File: config.mk
export PLATFORM = sky130hd
export DESIGN_NAME = tdm_demux_rx_flat
export DESIGN_NICKNAME = d
export VERILOG_FILES = /design/src/rtl/tdm_demux_rx_if.sv /design/src/rtl/tdm_demux_rx.sv /design/src/flat_wrapper.sv
export SDC_FILE = /design/constraint.sdc
export NUM_CORES = 1
export LEC_CHECK = 0
export CELL_PAD_IN_SITES_DETAIL_PLACEMENT = 0
export CELL_PAD_IN_SITES_GLOBAL_PLACEMENT = 1
export CORE_UTILIZATION = 47
export DETAILED_ROUTE_END_ITERATION = 7
export GPL_ROUTABILITY_DRIVEN = 0
export PLACE_DENSITY_LB_ADDON = 0.1
export SLEW_MARGIN = 20
export SYNTH_ARGS = -nofsm -noshare
export SYNTH_HDL_FRONTEND = slang
export SYNTH_SLANG_ARGS = --single-unit
File: constraint.sdc
create_clock -name clk -period 3.9 [get_ports clk]
set_input_delay 1.17 -clock clk [delete_from_list [all_inputs] [get_ports clk]]
set_output_delay 1.17 -clock clk [all_outputs]
set_load 0.1 [all_outputs]
File: src/rtl/tdm_demux_rx_if.sv
// Purpose : bundle of the serial TDM receive-side signals (bit strobe, marker, data in; frame out).
// Latency : n/a (signal bundle only).
// Backpressure: none; the link is strobe-driven and the receiver always accepts.
//
// Ports / signals:
//   en, sync, din           serial side, driven by the link (master) into the receiver (slave)
//   dout, frame_valid,      parallel frame side, driven by the receiver (slave)
//   sync_err, busy
interface tdm_demux_rx_if #(
  parameter int CH = 4,
  parameter int W  = 8
);
  logic            en;
  logic            sync;
  logic            din;
  logic [CH*W-1:0] dout;
  logic            frame_valid;
  logic            sync_err;
  logic            busy;

  // Link side: drives the serial stream, observes the recovered frames.
  modport master (
    output en, sync, din,
    input  dout, frame_valid, sync_err, busy
  );

  // Receiver side.
  modport slave (
    input  en, sync, din,
    output dout, frame_valid, sync_err, busy
  );
endinterface

File: src/rtl/tdm_demux_rx.sv
// Purpose : de-serialize a CH x W-bit TDM frame (MSB first, channel 0 first) into one parallel word.
// Latency : last bit sampled at edge N -> dout/frame_valid valid after edge N (all outputs registered).
// Backpressure: none; bits are consumed on every en strobe, frames are presented as a 1-cycle pulse.
//
// Ports:
//   clk               rising-edge clock
//   reset             asynchronous, active-high reset
//   bus.en            bit strobe; sync/din are ignored when low
//   bus.sync          frame marker, marks bit 0 of channel 0
//   bus.din           serial data bit
//   bus.dout          last complete frame, channel k at dout[k*W +: W]
//   bus.frame_valid   1-cycle pulse: dout just updated
//   bus.sync_err      1-cycle pulse: marker arrived mid-frame
//   bus.busy          high while a frame is being received
module tdm_demux_rx #(
  parameter int CH = 4,
  parameter int W  = 8
) (
  input  logic          clk,
  input  logic          reset,
  tdm_demux_rx_if.slave bus
);

  localparam int BW = (W  > 1) ? $clog2(W)  : 1;
  localparam int CW = (CH > 1) ? $clog2(CH) : 1;

  localparam logic [BW-1:0] LAST_BIT = BW'(W - 1);
  localparam logic [CW-1:0] LAST_CH  = CW'(CH - 1);

  localparam logic [0:0] S_HUNT = 1'b0;
  localparam logic [0:0] S_RECV = 1'b1;

  logic [0:0]       r_state;
  logic [BW-1:0]    r_bit_cnt;
  logic [CW-1:0]    r_ch_cnt;
  logic [CH*W-1:0]  r_shadow;
  logic [CH*W-1:0]  r_dout;
  logic             r_frame_valid;
  logic             r_sync_err;

  logic             w_start;
  logic             w_shift;
  logic [CW-1:0]    w_idx;
  logic [W-1:0]     w_slot;
  logic [CH*W-1:0]  w_next_shadow;

  // A strobed marker always starts a new frame, in either state.
  assign w_start = bus.en & bus.sync;
  // Plain data bits only matter once a frame has been started.
  assign w_shift = bus.en & ~bus.sync & (r_state == S_RECV);

  // The marker bit always lands in channel 0, whatever the counter says.
  assign w_idx  = w_start ? '0 : r_ch_cnt;
  assign w_slot = r_shadow[w_idx*W +: W];

  // Shadow with the current bit shifted in; used both for the shadow update
  // and for the dout copy so the final bit is included in the same edge.
  always_comb begin
    w_next_shadow                = r_shadow;
    w_next_shadow[w_idx*W +: W]  = {w_slot[W-2:0], bus.din};
  end

  always_ff @(posedge clk or posedge reset) begin
    if (reset) begin
      r_state       <= S_HUNT;
      r_bit_cnt     <= '0;
      r_ch_cnt      <= '0;
      r_shadow      <= '0;
      r_dout        <= '0;
      r_frame_valid <= 1'b0;
      r_sync_err    <= 1'b0;
    end else begin
      r_frame_valid <= 1'b0;
      r_sync_err    <= 1'b0;
      if (w_start) begin
        // Partial frame (if any) is abandoned; dout is left alone.
        r_shadow  <= w_next_shadow;
        r_bit_cnt <= BW'(1);
        r_ch_cnt  <= '0;
        r_state   <= S_RECV;
        if (r_state == S_RECV) begin
          r_sync_err <= 1'b1;
        end
      end else if (w_shift) begin
        r_shadow <= w_next_shadow;
        if (r_bit_cnt == LAST_BIT) begin
          r_bit_cnt <= '0;
          if (r_ch_cnt == LAST_CH) begin
            r_ch_cnt      <= '0;
            r_state       <= S_HUNT;
            r_dout        <= w_next_shadow;
            r_frame_valid <= 1'b1;
          end else begin
            r_ch_cnt <= r_ch_cnt + 1'b1;
          end
        end else begin
          r_bit_cnt <= r_bit_cnt + 1'b1;
        end
      end
    end
  end

  assign bus.dout        = r_dout;
  assign bus.frame_valid = r_frame_valid;
  assign bus.sync_err    = r_sync_err;
  assign bus.busy        = (r_state == S_RECV);

endmodule
File: src/flat_wrapper.sv
// flat-port wrapper written by rule: the top's interface ports become plain ports
module tdm_demux_rx_flat 
#(
  parameter int CH = 4,
  parameter int W  = 8
)
  (clk, reset, bus_en, bus_sync, bus_din, bus_dout, bus_frame_valid, bus_sync_err, bus_busy);
  tdm_demux_rx_if #(.CH(CH), .W(W)) bus_i ();
  input  logic clk;
  input  logic reset;
  input wire logic [$bits(bus_i.en)-1:0] bus_en;
  input wire logic [$bits(bus_i.sync)-1:0] bus_sync;
  input wire logic [$bits(bus_i.din)-1:0] bus_din;
  output wire logic [$bits(bus_i.dout)-1:0] bus_dout;
  output wire logic [$bits(bus_i.frame_valid)-1:0] bus_frame_valid;
  output wire logic [$bits(bus_i.sync_err)-1:0] bus_sync_err;
  output wire logic [$bits(bus_i.busy)-1:0] bus_busy;
  assign bus_i.en = bus_en;
  assign bus_i.sync = bus_sync;
  assign bus_i.din = bus_din;
  assign bus_dout = bus_i.dout;
  assign bus_frame_valid = bus_i.frame_valid;
  assign bus_sync_err = bus_i.sync_err;
  assign bus_busy = bus_i.busy;
  tdm_demux_rx #(.CH(CH), .W(W)) u_core (.clk(clk), .reset(reset), .bus(bus_i));
endmodule
# Word-level counts from Yosys, hierarchy flattened
# Index checks and enable logic that the tools add are counted.
word_totals:
  in_bits: 5
  ramBits: 0
  reg_bits: 72
  n_memories: 0
  latch_bits: 0
  rom_bits: 0
  word_cells: 47
classes:
  reduce_logical: 6
  n_mux: 21
  magnitude_cmp: 0
  mul: 0
  n_eq_ne: 2
  addsub: 3
  shifts: 3
  bitwise_logic: 5
  n_div: 0
op_table:
  columns: ["op", "count"]
  rows:
  - ["two-way mux 32 bit", 2]
  - ["negation 5 -> 34 bit", 1]
  - ["variable shift 8 x 34 -> 32 bit, first input constant", 1]
  - ["indexed part select 8 x 34 -> 32 bit", 1]
  - ["bitwise mux 32 bit", 1]
  - ["indexed part select 32 x 6 -> 7 bit", 1]
  - ["two-way mux 1 bit", 10]
  - ["two-way mux 2 bit", 5]
  - ["two-way mux 3 bit", 3]
  - ["nonzero test 2 bit", 3]
  - ["AND reduction 4 bit", 1]
  - ["adder 3 x 1 -> 3 bit, second input constant", 1]
  - ["bitwise AND 1 bit", 3]
  - ["== test 3 bit, second input constant", 1]
  - ["AND reduction 3 bit", 1]
  - ["adder 2 x 1 -> 2 bit, second input constant", 1]
  - ["== test 2 bit, second input constant", 1]
  - ["NOT 1 bit", 2]
  - ["AND reduction 2 bit", 1]

# Longest topological paths before layout
# Gate-level depths: netlist of the first run.
logic_depth:
  ltp_word: 7
  ltp_mapped: 10
  mapped_depth_nobuf: 7

# Worst setup path before layout of the first run
# No wires, ideal clock.
synth_path:
  path_kind: "input to register"
  from: "in bus_en"
  to: "reg u_core.r_shadow[1]"
  path_buffers: 3
  t_arrival_ps: 2963
  setup_ps: 83
  path_stages: 10
  t_required_ps: 3817
  slack_ps: 854
  path_cell_list: "buf_6 -> a21boi_4 -> buf_2 -> inv_1 -> ha_1 -> clkbuf_1 -> nand2_1 -> nor2_2 -> nand2_1 -> o21ai_0"
synth_between:
  elab_chain_len: 7
synth_rtl:
  columns: ["element", "line_no", "text"]
  rows:
  - ["start: declaration", "flat_wrapper.sv:11", "input wire logic [$bits(bus_i.en)-1:0] bus_en;"]
  - ["bitwise AND 1 bit", "tdm_demux_rx.sv:48", "assign w_start = bus.en & bus.sync;"]
  - ["two-way mux 2 bit", "tdm_demux_rx.sv:53", "assign w_idx = w_start ? '0 : r_ch_cnt;"]
  - ["indexed part select 32 x 6 -> 7 bit / negation 5 -> 34 bit (equally long branches)", "tdm_demux_rx.sv:54, tdm_demux_rx.sv:60", null]
  - ["indexed part select 8 x 34 -> 32 bit / variable shift 8 x 34 -> 32 bit (equally long branches)", "tdm_demux_rx.sv:60", "w_next_shadow[w_idx*W +: W] = {w_slot[W-2:0], bus.din};"]
  - ["bitwise mux 32 bit", "tdm_demux_rx.sv:60", null]
  - ["two-way mux 32 bit", "tdm_demux_rx.sv:84", "end else if (w_shift) begin"]
  - ["two-way mux 32 bit", "tdm_demux_rx.sv:75", "if (w_start) begin"]
  - ["end signal: assignment", "tdm_demux_rx.sv:77", "r_shadow <= w_next_shadow;"]
  - ["end signal: assignment", "tdm_demux_rx.sv:85", "r_shadow <= w_next_shadow;"]
  - ["end: declaration", "tdm_demux_rx.sv:36", "logic [CH*W-1:0] r_shadow;"]
# Several ways; a longest one is shown, not always the timed one. The select of a mux whose other input is x is not followed.
# A chain may end at the register's enable or synchronous reset.

# Worst setup path after layout of the first run
layout_path:
  from: "in bus_en"
  to: "reg u_core.r_shadow[5]"
# Same word-level chain as after synthesis.

==> reports/results.txt, run 1 <==
Clock root cell -> clkbuf_8
Max_slew headroom -> 34.3%
Final Core Density -> 57.5%
WL final -> 8510 um
Yosys reg bits -> 72
Unrepaired setup endpoints after global routing -> no
Initial antenna violation count -> 0
Crit Path Category -> input port to flip-flop
Simple-gate share of the synthesized area -> 17.8%
Dpl ws -> 0.276 ns
Largest area contributor in the netlist -> dfrtp_1
WP data required -> 4.16 ns
Final cycle utilization of the critical path -> 83.7%
Setup TNS -> 0 ns
Largest net degree at the start of global routing -> 42
Most frequent cell after synthesis -> dfrtp_1
Synth Area in Adders -> 1.81%
Setup ws final -> 0.634 ns
Synth Cell Area -> 3460 um^2
EDFF count, synth -> 0
Max Clk Rate -> 0.306 GHz
Worst hold path type -> flip-flop to flip-flop
Crit path cell chain -> clkdlybuf4s50_1 > a21boi_4 > inv_1 > ha_1 > nand2_1 > nor2_2 > nand2_1 > o21ai_0
Post-CTS Setup Inserts -> 0
Compound-cell area share of the yosys netlist -> 19.3%
Top post-synthesis cells by area -> dfrtp_1 52%, nand2_1 7.2%, mux2i_1 4.1%, nor2_1 3.7%, o21ai_1 3.0%
Skew final -> 0.00860 ns
FP Rows -> 30
Total track usage -> 24.8%
Total design power -> 1.45 mW
Worst slew pin tran -> 0.982 ns
Post-synthesis mux area share -> 4.05%
Top FF cell, synth -> dfrtp_1
DRC viols -> 0
Yosys cell types -> 39
Post-route ant nets -> 0
H-Tree Depth -> 3
Cell mode on critical path -> nand2_1
DP Wirelength -> 5940 um
Die Width -> 87.8 um
Post-synthesis sequential area ratio -> 52.1%
Post-placement cell count -> 475
Mean number of vias per cell -> 5.61
Router iterations before antenna repair -> 4
Syn Nets -> 361
Status -> completed
Critical Path AT -> 3.52 ns
Post-synth top cells -> 72 x dfrtp_1, 66 x nand2_1, 34 x nor2_1, 21 x o21ai_1, 20 x o21ai_0
Fin crit period -> 3.27 ns
FILL cells -> 631
Startpoint Class -> input port
Crit-path max cell delay -> 0.73 ns
Power per standard cell area -> 364 nW/um^2
CTS tree -> yes
Main combinational cell family by area after synthesis -> compound AO/OA/AOI/OAI gates
Synth Warn # -> 0
Total global routing overflow -> 0
Mean Syn Cell Area -> 9.85 um^2
Worst VDD drop -> 0.223 mV
Die height -> 87.8 um
Nets -> 400
Clk slew on worst S/H paths -> 0.07 ns
Global-route wire length before repair -> 14200 um
Port Buffer Count -> 39
Area growth from synthesis to layout -> 15.4%
Hold WS -> 0.486 ns
Critical path peak fanout -> 10
Full die area -> 7710 um^2
Initial Util -> 49.8%
Placed inst area -> 3830 um^2
CORE AREA -> 6940 um^2
Synth Instances -> 351
Slew Limit Fails -> 0
Starting DRT DRC Count -> 231
Crit path capture type -> flip-flop
Worst-Skew Late Latency -> 0.34 ns
Max stage delay cell, worst path -> clkdlybuf4s50_1
DR WL/cell -> 17.4 um
Synth top area share -> 52.1%
XOR/XNOR Fraction of Synth Area -> 0%
Total number of vias -> 2747
Fin area -> 3990 um^2
Post-route insts no fill -> 490
Vias in the first global route -> 2605
CTS resizes -> 0
Layout cells sized above 1 -> 15.5%
Max_cap viols -> 0
R2R Setup Slk -> 1.39 ns
Synth async-reset ratio -> 100%
Pleak -> 1.76 nW
Final Hold Vio Count -> 0
Longest Clk Path Bufs -> 2
Post-CTS Hold Buffers -> 0
# diodes -> 0
Sink Count -> 72
Final setup violation count -> 0
Boundary Pins -> 40
TritonCTS Buffers -> 9
critical path, delay by kind of cell:
kind / cells / cell delay [ns]
buf+inv: 2 / 0.88
compound gates: 2 / 0.36
fa+ha+maj: 1 / 0.41
simple gates: 3 / 0.70
kinds of logic (layout without fill, tap and decap cells):
group / after synthesis / after routing
AND/OR/NAND/NOR: 132 / 132
buffers and inverters: 28 / 71
AO/OA/AOI/OAI: 100 / 100
flip-flops: 72 / 72
multiplexers: 14 / 14
adder cells (fa/ha/maj): 5 / 5
state kept, by name, summed over array words and instances, names as in the netlist:
name and count:
u_core.bus.busy 1, u_core.bus.dout 32, u_core.bus.frame_valid 1, u_core.bus.sync_err 1
u_core.r_bit_cnt 3, u_core.r_ch_cnt 2, u_core.r_shadow 32
report_power, final:
part	switching, mW	internal, mW	leakage (nW)
Clock	0.271	0.244	0.0862
Combinational	0.0870	0.0491	0.684
Sequential	0.0257	0.775	0.988
cells in the final DEF (no fill, tap or decap), drive strengths merged, types with 2 or more instances in the layout:
master         instances
dfrtp                 72
nand2                 67
o21ai                 41
nor2                  36
buf                   33
a31oi                 16
mux2i                 14
clkdlybuf4s50         13
clkbuf                12
nand4                 10
a21oi                  9
inv                    9
nand2b                 8
o32ai                  8
o22ai                  8
a211o                  7
ha                     5
nand3                  5
clkinv                 4
a22o                   3
o21a                   2
a21boi                 2
a21o                   2
layout make-up:
type | count | area [um^2] | share of cell area [%]
Timing Repair Buffer | 46 | 378 | 9.46
Sequential cell | 72 | 1800 | 45.1
Multi-Input combinational cell | 251 | 1490 | 37.2
Tap cell | 96 | 120 | 3.01
Inverter | 10 | 42.5 | 1.07
Clock inverter | 3 | 18.8 | 0.470
Clock buffer | 12 | 145 | 3.64
path summary, 6_finish.rpt:
check,startpoint,to,depth (start not counted)
min in group asynchronous,reset,u_core.bus.dout[19]$_DFFE_PP0P_,2
worst max register to register,u_core.r_ch_cnt[0]$_DFFE_PP0P_,u_core.r_shadow[5]$_DFFE_PP0P_,7
worst max-delay path,bus_en,u_core.r_shadow[5]$_DFFE_PP0P_,8
worst min register to register,u_core.bus.dout[30]$_DFFE_PP0P_,u_core.bus.dout[30]$_DFFE_PP0P_,2
worst min-delay path,u_core.bus.dout[30]$_DFFE_PP0P_,u_core.bus.dout[30]$_DFFE_PP0P_,2
max in group asynchronous,reset,u_core.bus.dout[9]$_DFFE_PP0P_,3
layer usage:
| layer | vias up | GRT usage, % | part of all wire (%) |
|---|---|---|---|
| li1 | 1321 | - | - |
| met1 | 1333 | 37.1 | 48 |
| met2 | 77 | 36.0 | 45 |
| met3 | 16 | 3.96 | 5.0 |
| met4 | 0 | 9.99 | 2.0 |
| met5 | - | 0 | 0 |
No activity file was read; power rests on OpenSTA's default activity.
==> run 2, diff against run 1 <==
- CORE_UTILIZATION: 47 -> 39
- clock period: 3.9 -> 2.9 ns (I/O delays scaled with it)
==> run 2 against run 1 <==
  * Critical endpoint is now u_core.r_shadow[15]$_DFFE_PP0P_
  * Sequential power up 34%
  * Worst hold slack worse by 0.0032 ns
  * Power up 64%
  * Cell count rose by 6.1%
  * Cell area grew 6.7%
  * Non-clock buffer count up 20
  * Highest routed layer unchanged
  * Utilization fell by 6.7 points
  * Count of clock-buffer cells in the layout down 1
  * Clock skew increased by 0.00069 ns
==> reports/results.txt, run 2 (synthesized netlist as in run 1, its figures left out) <==
Final Hold Vio Count -> 0 (unchanged)
Full die area -> 9250 um^2 (was 7710 um^2)
Crit Path Category -> input port to flip-flop (unchanged)
Pleak -> 1.92 nW (was 1.76 nW)
Crit-path max cell delay -> 0.53 ns (was 0.73 ns)
Startpoint Class -> input port (unchanged)
Longest Clk Path Bufs -> 2 (unchanged)
Initial antenna violation count -> 0 (unchanged)
Setup TNS -> 0 ns (unchanged)
Commonest non-fill, non-tap cell in the layout -> dfrtp_1 (unchanged)
Layout cells sized above 1 -> 22.2% (was 15.5%)
Router iterations before antenna repair -> 4 (unchanged)
Global-route wire length before repair -> 14200 um (about the same)
Post-CTS Setup Inserts -> 0 (unchanged)
Area growth from synthesis to layout -> 23.2% (was 15.4%)
Total track usage -> 21.1% (was 24.8%)
Worst VDD drop -> 0.265 mV (was 0.223 mV)
Worst-Skew Late Latency -> 0.35 ns (was 0.34 ns)
# diodes -> 0 (unchanged)
Starting DRT DRC Count -> 148 (was 231)
Power per standard cell area -> 559 nW/um^2 (was 364 nW/um^2)
Dpl ws -> 0.0110 ns (was 0.276 ns)
Worst R2R End -> u_core.r_shadow[15]$_DFFE_PP0P_ (was u_core.r_shadow[5]$_DFFE_PP0P_)
Post-route ant nets -> 0 (unchanged)
Hold WS -> 0.482 ns (was 0.486 ns)
Met1 WL -> 4350 um (was 4100 um)
Unrepaired setup endpoints after global routing -> no (unchanged)
DR WL/cell -> 17.0 um (was 17.4 um)
Met3 WL -> 352 um (was 424 um)
Boundary Pins -> 40 (unchanged)
DRC viols -> 0 (unchanged)
Slew Limit Fails -> 0 (unchanged)
Most frequent cells in the layout -> 72 x dfrtp_1, 66 x nand2_1, 60 x buf_4 (was 72 x dfrtp_1, 66 x nand2_1, 34 x nor2_1)
Critical path peak fanout -> 4 (was 10)
Placed inst area -> 3990 um^2 (was 3830 um^2)
Worst Reg-to-Reg Cells -> 7 (unchanged)
Total global routing overflow -> 0 (unchanged)
Max stage delay cell, worst path -> clkdlybuf4s50_1 (unchanged)
Critical Path AT -> 2.73 ns (was 3.52 ns)
CTS tree -> yes (unchanged)
Largest net degree at the start of global routing -> 73 (was 42)
Die Width -> 96.2 um (was 87.8 um)
DP Wirelength -> 6170 um (was 5940 um)
Mean number of vias per cell -> 5.38 (was 5.61)
Clk slew on worst S/H paths -> 0.07 ns (about the same)
Fin area -> 4260 um^2 (was 3990 um^2)
Clock root cell -> clkbuf_8 (unchanged)
Setup ws final -> 0.391 ns (was 0.634 ns)
Crit path cell chain -> clkdlybuf4s50_1 > a21boi_4 > inv_1 > buf_4 > o32ai_1 > a211o_1 > o21ai_1 (was clkdlybuf4s50_1 > a21boi_4 > inv_1 > ha_1 > nand2_1 > nor2_2 > nand2_1 > o21ai_0)
H-Tree Depth -> 3 (unchanged)
WP data required -> 3.12 ns (was 4.16 ns)
Met2 routed WL -> 4010 um (was 3820 um)
Fin crit period -> 2.51 ns
Final Core Density -> 50.8% (was 57.5%)
WL final -> 8810 um (was 8510 um)
Die height -> 96.2 um (was 87.8 um)
Reg-to-reg startpoint -> u_core.r_ch_cnt[1]$_DFFE_PP0P_ (was u_core.r_ch_cnt[0]$_DFFE_PP0P_)
Final setup violation count -> 0 (unchanged)
CORE AREA -> 8380 um^2 (was 6940 um^2)
Total number of vias -> 2798 (was 2747)
Worst hold path type -> flip-flop to flip-flop (unchanged)
R2R Setup Slk -> 0.80 ns (was 1.39 ns)
Final cycle utilization of the critical path -> 86.5%
Nets -> 420 (was 400)
FP Rows -> 33 (was 30)
Post-CTS Hold Buffers -> 0 (unchanged)
Max Clk Rate -> 0.399 GHz
Initial Util -> 41.3% (was 49.8%)
Max layer used -> met4 (unchanged)
Worst slew pin tran -> 0.526 ns (was 0.982 ns)
Max_cap viols -> 0 (unchanged)
Setup crit start -> bus_sync (was bus_en)
Skew final -> 0.00929 ns (was 0.00860 ns)
Status -> completed (unchanged)
Max_slew headroom -> 64.8% (was 34.3%)
Crit path capture type -> flip-flop (unchanged)
CTS resizes -> 0 (unchanged)
Vias in the first global route -> 2679 (was 2605)
Crit path capture -> u_core.r_shadow[15]$_DFFE_PP0P_ (was u_core.r_shadow[5]$_DFFE_PP0P_)
Sink Count -> 72 (unchanged)
TritonCTS Buffers -> 9 (unchanged)
Port Buffer Count -> 39 (unchanged)
## run 2: cell count changes in the layout (fill, tap and decap cells not counted), moves of 2 or more
cell             delta
clkdlybuf4s50_1     -9
bufinv_16           +4
buf_4              +27
clkinv_2            -2
buf_12              +2
## run 2: layout make-up
| class | instances | area, um^2 |
|---|---|---|
| repair buffers | 66 | 531 |
| fillers | 830 | 4120 |
| multi-input cells | 251 | 1490 |
| well taps | 105 | 131 |
| inverters | 10 | 42.5 |
| flip-flops and latches | 72 | 1800 |
| clock buffers | 11 | 141 |
| clock inverters | 5 | 128 |
## run 2: worst min-delay path by stage
stage | startpoint | to | slack [ns] | cells after the start
global route | u_core.r_shadow[7]$_DFFE_PP0P_ | u_core.r_shadow[7]$_DFFE_PP0P_ | 0.52 | 2
detailed placement | u_core.r_shadow[7]$_DFFE_PP0P_ | u_core.r_shadow[7]$_DFFE_PP0P_ | 0.47 | 2
floorplan | u_core.r_shadow[7]$_DFFE_PP0P_ | u_core.r_shadow[7]$_DFFE_PP0P_ | 0.45 | 2
global placement | u_core.r_shadow[7]$_DFFE_PP0P_ | u_core.r_shadow[7]$_DFFE_PP0P_ | 0.47 | 2
CTS | u_core.r_shadow[7]$_DFFE_PP0P_ | u_core.r_shadow[7]$_DFFE_PP0P_ | 0.49 | 2
finish | u_core.r_shadow[7]$_DFFE_PP0P_ | u_core.r_shadow[7]$_DFFE_PP0P_ | 0.48 | 2
## run 2: layer usage
metal  up-vias  track usage, %
met2        61            32.5
met1      1359            29.7
met5         -               0
li1       1369               -
met3         9            3.16
met4         0            8.21
## run 2: worst max-delay path: cells and delay by family
| kind | cells | cell delay (ns) |
|---|---|---|
| AOI/OAI and AO/OA | 4 | 1.10 |
| buffers and inverters | 3 | 0.75 |
## run 2: per-stage QoR
step	power [mW]	std cells
final	2.38	520
after global routing	2.47	520
after CTS	2.40	520
after detailed placement	1.33	504
after global placement	1.33	504
after floorplan	1.22	351
## run 2: power breakdown
part	internal [mW]	switching (mW)
clock	0.683	0.389
sequential	1.04	0.0316
combinational	0.105	0.131
total	1.83	0.551
==> edit 1 (config.mk and constraints of run 2) <==
`CH` is set to 4 in 3 places; all go to 2.
--- a/src/rtl/tdm_demux_rx_if.sv
+++ b/src/rtl/tdm_demux_rx_if.sv
@@ -8,5 +8,5 @@
 //   sync_err, busy
 interface tdm_demux_rx_if #(
-  parameter int CH = 4,
+  parameter int CH = 2,
   parameter int W  = 8
 );
--- a/src/rtl/tdm_demux_rx.sv
+++ b/src/rtl/tdm_demux_rx.sv
@@ -14,5 +14,5 @@
 //   bus.busy          high while a frame is being received
 module tdm_demux_rx #(
-  parameter int CH = 4,
+  parameter int CH = 2,
   parameter int W  = 8
 ) (
--- a/src/flat_wrapper.sv
+++ b/src/flat_wrapper.sv
@@ -2,5 +2,5 @@
 module tdm_demux_rx_flat 
 #(
-  parameter int CH = 4,
+  parameter int CH = 2,
   parameter int W  = 8
 )
Interface: changed (resized bus_dout); port bits go from 40 to 24. The function was not compared with the original's and may differ.
==> edit 1 against run 2 <==
  * Wire length decreased by 74%
  * Total power shrank 56%
  * Area after synthesis shrank 55%
  * Cell count fell by 66%
  * Design area is 57% lower
  * Critical endpoint is now u_core.bus.dout[4]
  * Sequential cell count decreased by 34
  * Critical path depth is 3 lower
  * Die area shrank 54%
  * Highest routed layer is now met3
  * Worst setup slack improved by 0.34 ns
  * Global-route usage fell by 8.2 points
  * Maximum frequency grew 16%
==> edit 1: results (changes against run 2) <==
- The prevailing post-synth register cell is dfrtp_1.
- The initial DRC count is 24 (-84%).
- The static leakage is 0.9642 nW (-50%).
- The count of input and output buffers is 23 (-41%).
- The largest fanout on the critical path is 18 (+14).
- In this run the worst setup path terminates at u_core.bus.dout[4].
- The number of global-route vias before repair is 878 (-67%).
- The depth of the worst hold-timing path is 1 (-1).
- The number of buffers inserted by post-CTS setup repair came to 0 (unchanged).
- The H-tree level count is 2 (-1).
- The wire length of the first global-routing pass is 4112 um (-71%).
- The worst-skew pair later-pin latency was 0.27 ns (-0.08 ns).
- The total wirelength of the detailed-routed design is 2326 um (-74%).
- The number of antenna violations at the first check in global routing is 0 (unchanged).
- The number of distinct library cell variants in the gate-level netlist after synthesis is 22 (-44%).
- The share of the synthesized area in compound gates (AO/OA/AOI/OAI) is 0.04619 (-0.1470).
- The maximum number of pins on one net before global-route repair is 39 (-47%).
- The post-synth net total is 107 (-70%).
- The total global routing track utilization was 0.1288 (-0.08187).
- The critical path starts at bus_en.
- The flow ran to the end, and the final reports show no timing, DRC or antenna violations.
- By area the synthesized netlist is led by dfrtp_1 (62%), mux2_2 (16%), mux2_4 (7.8%).
- The number of nets in the final layout was 135 (-68%).
- The register with the most flip-flops in the layout has 16 of them.
- The detailed placement HPWL is 1546 um (-75%).
- The worst register-to-register path begins at u_core.bus.busy.
- The number of gates resized after cts is 0 (unchanged).
- The fraction of final layout cells sized beyond drive strength 1 is 0.4803 (+0.2586).
- The sequential-to-total area share from yosys stat is 0.6159 (+0.09490).
- The worst path arrival time is 2.32 ns (-0.41 ns).
- The proportion of synthesized area in mux cells is 0.2455 (+0.2050).
- The adder-cell area share of the yosys netlist came to 0.01621 (-0.001882).
- The total clock buffers created by CTS was 5 (-4).
- The via count of the routed design is 851 (-70%).
- The number of setup violations in the final report came to 0 (unchanged).
- The length in cells of the worst reg-to-reg path is 3 (-4).
- The delay of the slowest critical-path stage was 0.47 ns (-0.06 ns).
- The buffer cell driving the clock tree root is clkbuf_8.
- Sorting the synthesized cells by how often they occur yields dfrtp_1 (38), mux2_2 (22), mux2_4 (8).
- The worst-margin pin slew is 0.4677 ns (-0.05875 ns).
- The register-to-register path setup slack came to 1.22 ns (+0.42 ns).
- The worst-case hold slack is 0.4977 ns (+0.01526 ns).
- The largest voltage drop on the vdd net is 0.3180 mV (+20%).
- The critical path's slowest cell is clkdlybuf4s50_1.
- The largest clock skew in the final design is 0.005227 ns (-0.004067 ns).
edit 1: cell count changes after synthesis, sizes merged, moves of 8 or more:
cell / before / now
a31oi: 16 / 1
buf: 14 / 5
mux2: 0 / 31
nor2: 36 / 1
nand4: 10 / 0
dfrtp: 72 / 38
o32ai: 8 / 0
o22ai: 8 / 0
nand2b: 8 / 0
nand2: 67 / 4
o21ai: 41 / 5
mux2i: 14 / 0
edit 1: area by class of cell:
type | count | area, um^2
Fill cell | 348 | 1864
Sequential cell | 38 | 950.9
Multi-Input combinational cell | 54 | 541.8
Timing Repair Buffer | 26 | 205.2
Inverter | 3 | 11.26
Tap cell | 48 | 60.06
Clock buffer | 6 | 82.58
edit 1: power breakdown:
| group | total, mW | leakage (nW) | switching, mW | internal, mW |
|---|---|---|---|---|
| logic | 0.0941 | 0.418 | 0.0437 | 0.0504 |
| registers | 0.609 | 0.503 | 0.0306 | 0.578 |
| clock network | 0.342 | 0.0431 | 0.159 | 0.183 |
| total | 1.04 | 0.964 | 0.233 | 0.811 |
edit 1: critical path: cells and delay by family:
family | cells | cell delay [ns]
buffers and inverters | 1 | 0.47
multiplexers | 1 | 0.38
AND/OR/NAND/NOR | 2 | 0.60
edit 1: per-stage QoR:
stage               setup WS [ns]  area (um^2)  std cells  utilization  power (mW)
floorplan                  0.6942         1544        100            -      0.6869
global placement           0.4571         1769        169       0.4761      0.7117
detailed placement         0.4243         1769        169       0.4761      0.7157
CTS                        0.7161         1852        175       0.4983       1.064
global route               0.6522         1852        175       0.4983       1.097
finish                     0.7348         1852        175       0.4983       1.045
edit 1: per-layer routing:
layer / up-vias / GRT usage / share of wire
met5: - / 0 / 0
met4: 0 / 0.05000 / 0
met3: 0 / 0.03345 / 0.053
met2: 21 / 0.1901 / 0.45
met1: 429 / 0.1797 / 0.50
li1: 401 / - / -
==> edit 2 (settings of run 2) <==
Without the edit above. Reset style: synchronous (`reset`), changed in one clocked block. Comments in the files are not updated.
--- a/src/rtl/tdm_demux_rx.sv
+++ b/src/rtl/tdm_demux_rx.sv
@@ -61,5 +61,5 @@
   end
 
-  always_ff @(posedge clk or posedge reset) begin
+  always_ff @(posedge clk) begin
     if (reset) begin
       r_state       <= S_HUNT;
Function: differs if reset is asserted again (counterexample within 4 cycles, from zero or initial values and one cycle with reset high); with reset held inactive, the same outputs for 10 cycles.
==> edit 2 against run 2 <==
  * Worst setup slack worse by 0.075 ns
  * Non-clock buffer count stayed put
  * Global-route usage is 0.18 points lower
  * Core utilization is 1.7 points lower
  * Critical path type unchanged
  * Wire length is 6.9% lower
  * Largest cell class is now multi-input gates
  * Critical endpoint is now u_core.bus.dout[19]
  * Design area is 11% lower
  * Sequential cell count stayed put
  * Area after synthesis is 11% lower
  * Die area is 11% lower
Power is not compared: it rests on default switching activity, and its combinational part moved more than twofold at a synthesized area within 25%.
==> edit 2: results (changes against run 2) <==
- The wire length of the first global-routing pass came to 13230 um (-7.0%).
- The remaining max-slew budget at the tightest pin was 0.4585 (-0.1894).
- The largest clock skew in the final design is 0.008173 ns (-0.001121 ns).
- The maximum number of pins on one net before global-route repair is 25 (-66%).
- The adder-cell area share of the yosys netlist came to 0.02035 (+0.002260).
- The post-synth net total is 325 (-10%).
- The number of vias per cell after detailed routing came to 5.551 (+3.2%).
- The number of nets in the final layout is 386 (-8.1%).
- By area the synthesized netlist is led by dfxtp_1 (47%), a22oi_1 (5.6%), o2bb2ai_1 (4.3%).
- The fill cell total of the finished layout is 767 (-7.6%).
- By count the netlist is led by dfxtp_1 (72), a22oi_1 (23), nand2_1 (23).
- The wire length on met3 is 462 um (+31%).
- The routed wirelength normalized by instance count is 16.99 um (+0.25%).
- The met1 routed wirelength after detailed routing came to 3983 um (-8.5%).
- The share of the synthesized area in compound gates (AO/OA/AOI/OAI) came to 0.3203 (+0.1271).
- The async set or reset register ratio after synthesis is 0 (-1.000).
- The met2 usage is 0.3264 (+0.001330).
- The number of flip-flops and latches is 72 (unchanged).
- The fraction of final layout cells sized beyond drive strength 1 is 0.2388 (+0.01716).
- The area of placed instances is 3602 um^2 (-9.8%).
- The share of cell area taken by flip-flops and latches is 0.3818 (-0.04095).
- The number of global-route vias before repair came to 2479 (-7.5%).
- The final non-filler cell area is 3775 um^2 (-11%).
- The detailed placement HPWL is 5816 um (-5.7%).
- The non-clock buffer contribution to total cell area is 0.1339 (+0.009422).
- The final instance count without filler cells was 483 (-7.1%).
- The sequential-to-total area share from yosys stat is 0.4689 (-0.05212).
- The number of antenna violations at the first check in global routing came to 0 (unchanged).
- The number of distinct library cell variants in the gate-level netlist after synthesis is 49 (+26%).
- The number of well-tap cells placed is 102 (-2.9%).
- The multi-input combinational gate total is 215 (-14%).
- The flow ran to the end, and the final reports show no timing, DRC or antenna violations.
- The worst path arrival time is 2.85 ns (+0.12 ns).
- The number of detailed-routing iterations run before antenna repair is 5 (+1).
- The largest fanout on the critical path came to 7 (+3).
- The proportion of synthesized area in mux cells was 0.01302 (-0.02750).
- The instance count of the mapped netlist came to 315 (-10%).
- The global-route met1 utilization came to 0.2938 (-0.003017).
- The share of final layout cell area taken by clock buffers and inverters is 0.04574 (-0.01738).
- The xor-xnor portion of the synthesized cell area came to 0 (unchanged).
- The post-place setup slack is -0.02847 ns (-0.03945 ns).
- The prevailing post-synth register cell is dfxtp_1.
- The number of instances in the placed design was 467 (-7.3%).
- The number of clock buffer instances in the layout is 10 (-1).
- The initial DRC count is 131 (-11%).
- The area used by multi-input combinational logic is 1475 um^2 (-0.76%).
- The Yosys warning count was 0 (unchanged).
- The total global routing track utilization is 0.2089 (-0.001833).
- The routed length on met2 is 3652 um (-9.0%).
- The global-route met3 utilization is 0.03283 (+0.001233).
- The number of inverters outside the clock class in the layout is 12 (+2).
edit 2: power by group through the flow:
stage	Sequential, mW	Combinational [mW]	Clock, mW
floorplan	1.03	0.0494	0
global placement	1.02	0.0869	0
detailed placement	1.02	0.0873	0
CTS	0.999	0.0878	0.727
global route	1.00	0.0952	0.765
finish	0.999	0.0880	0.703
edit 2: final timing paths:
kind / from / to / slack, ns / cells after the start
setup reg to reg: u_core.r_ch_cnt[1] / u_core.bus.dout[19] / 0.79 / 7
hold reg to reg: u_core.r_shadow[15] / u_core.r_shadow[15] / 0.45 / 2
setup / recovery: bus_en / u_core.bus.dout[19] / 0.32 / 8
hold / removal: u_core.r_shadow[15] / u_core.r_shadow[15] / 0.45 / 2
edit 2: critical path: stages:
cell	delay (ns)
clkdlybuf4s50_1	0.55
and2_1	0.17
nor2_1	0.06
ha_1	0.37
buf_4	0.17
nor3_1	0.22
nand2_1	0.24
o21ai_1	0.20
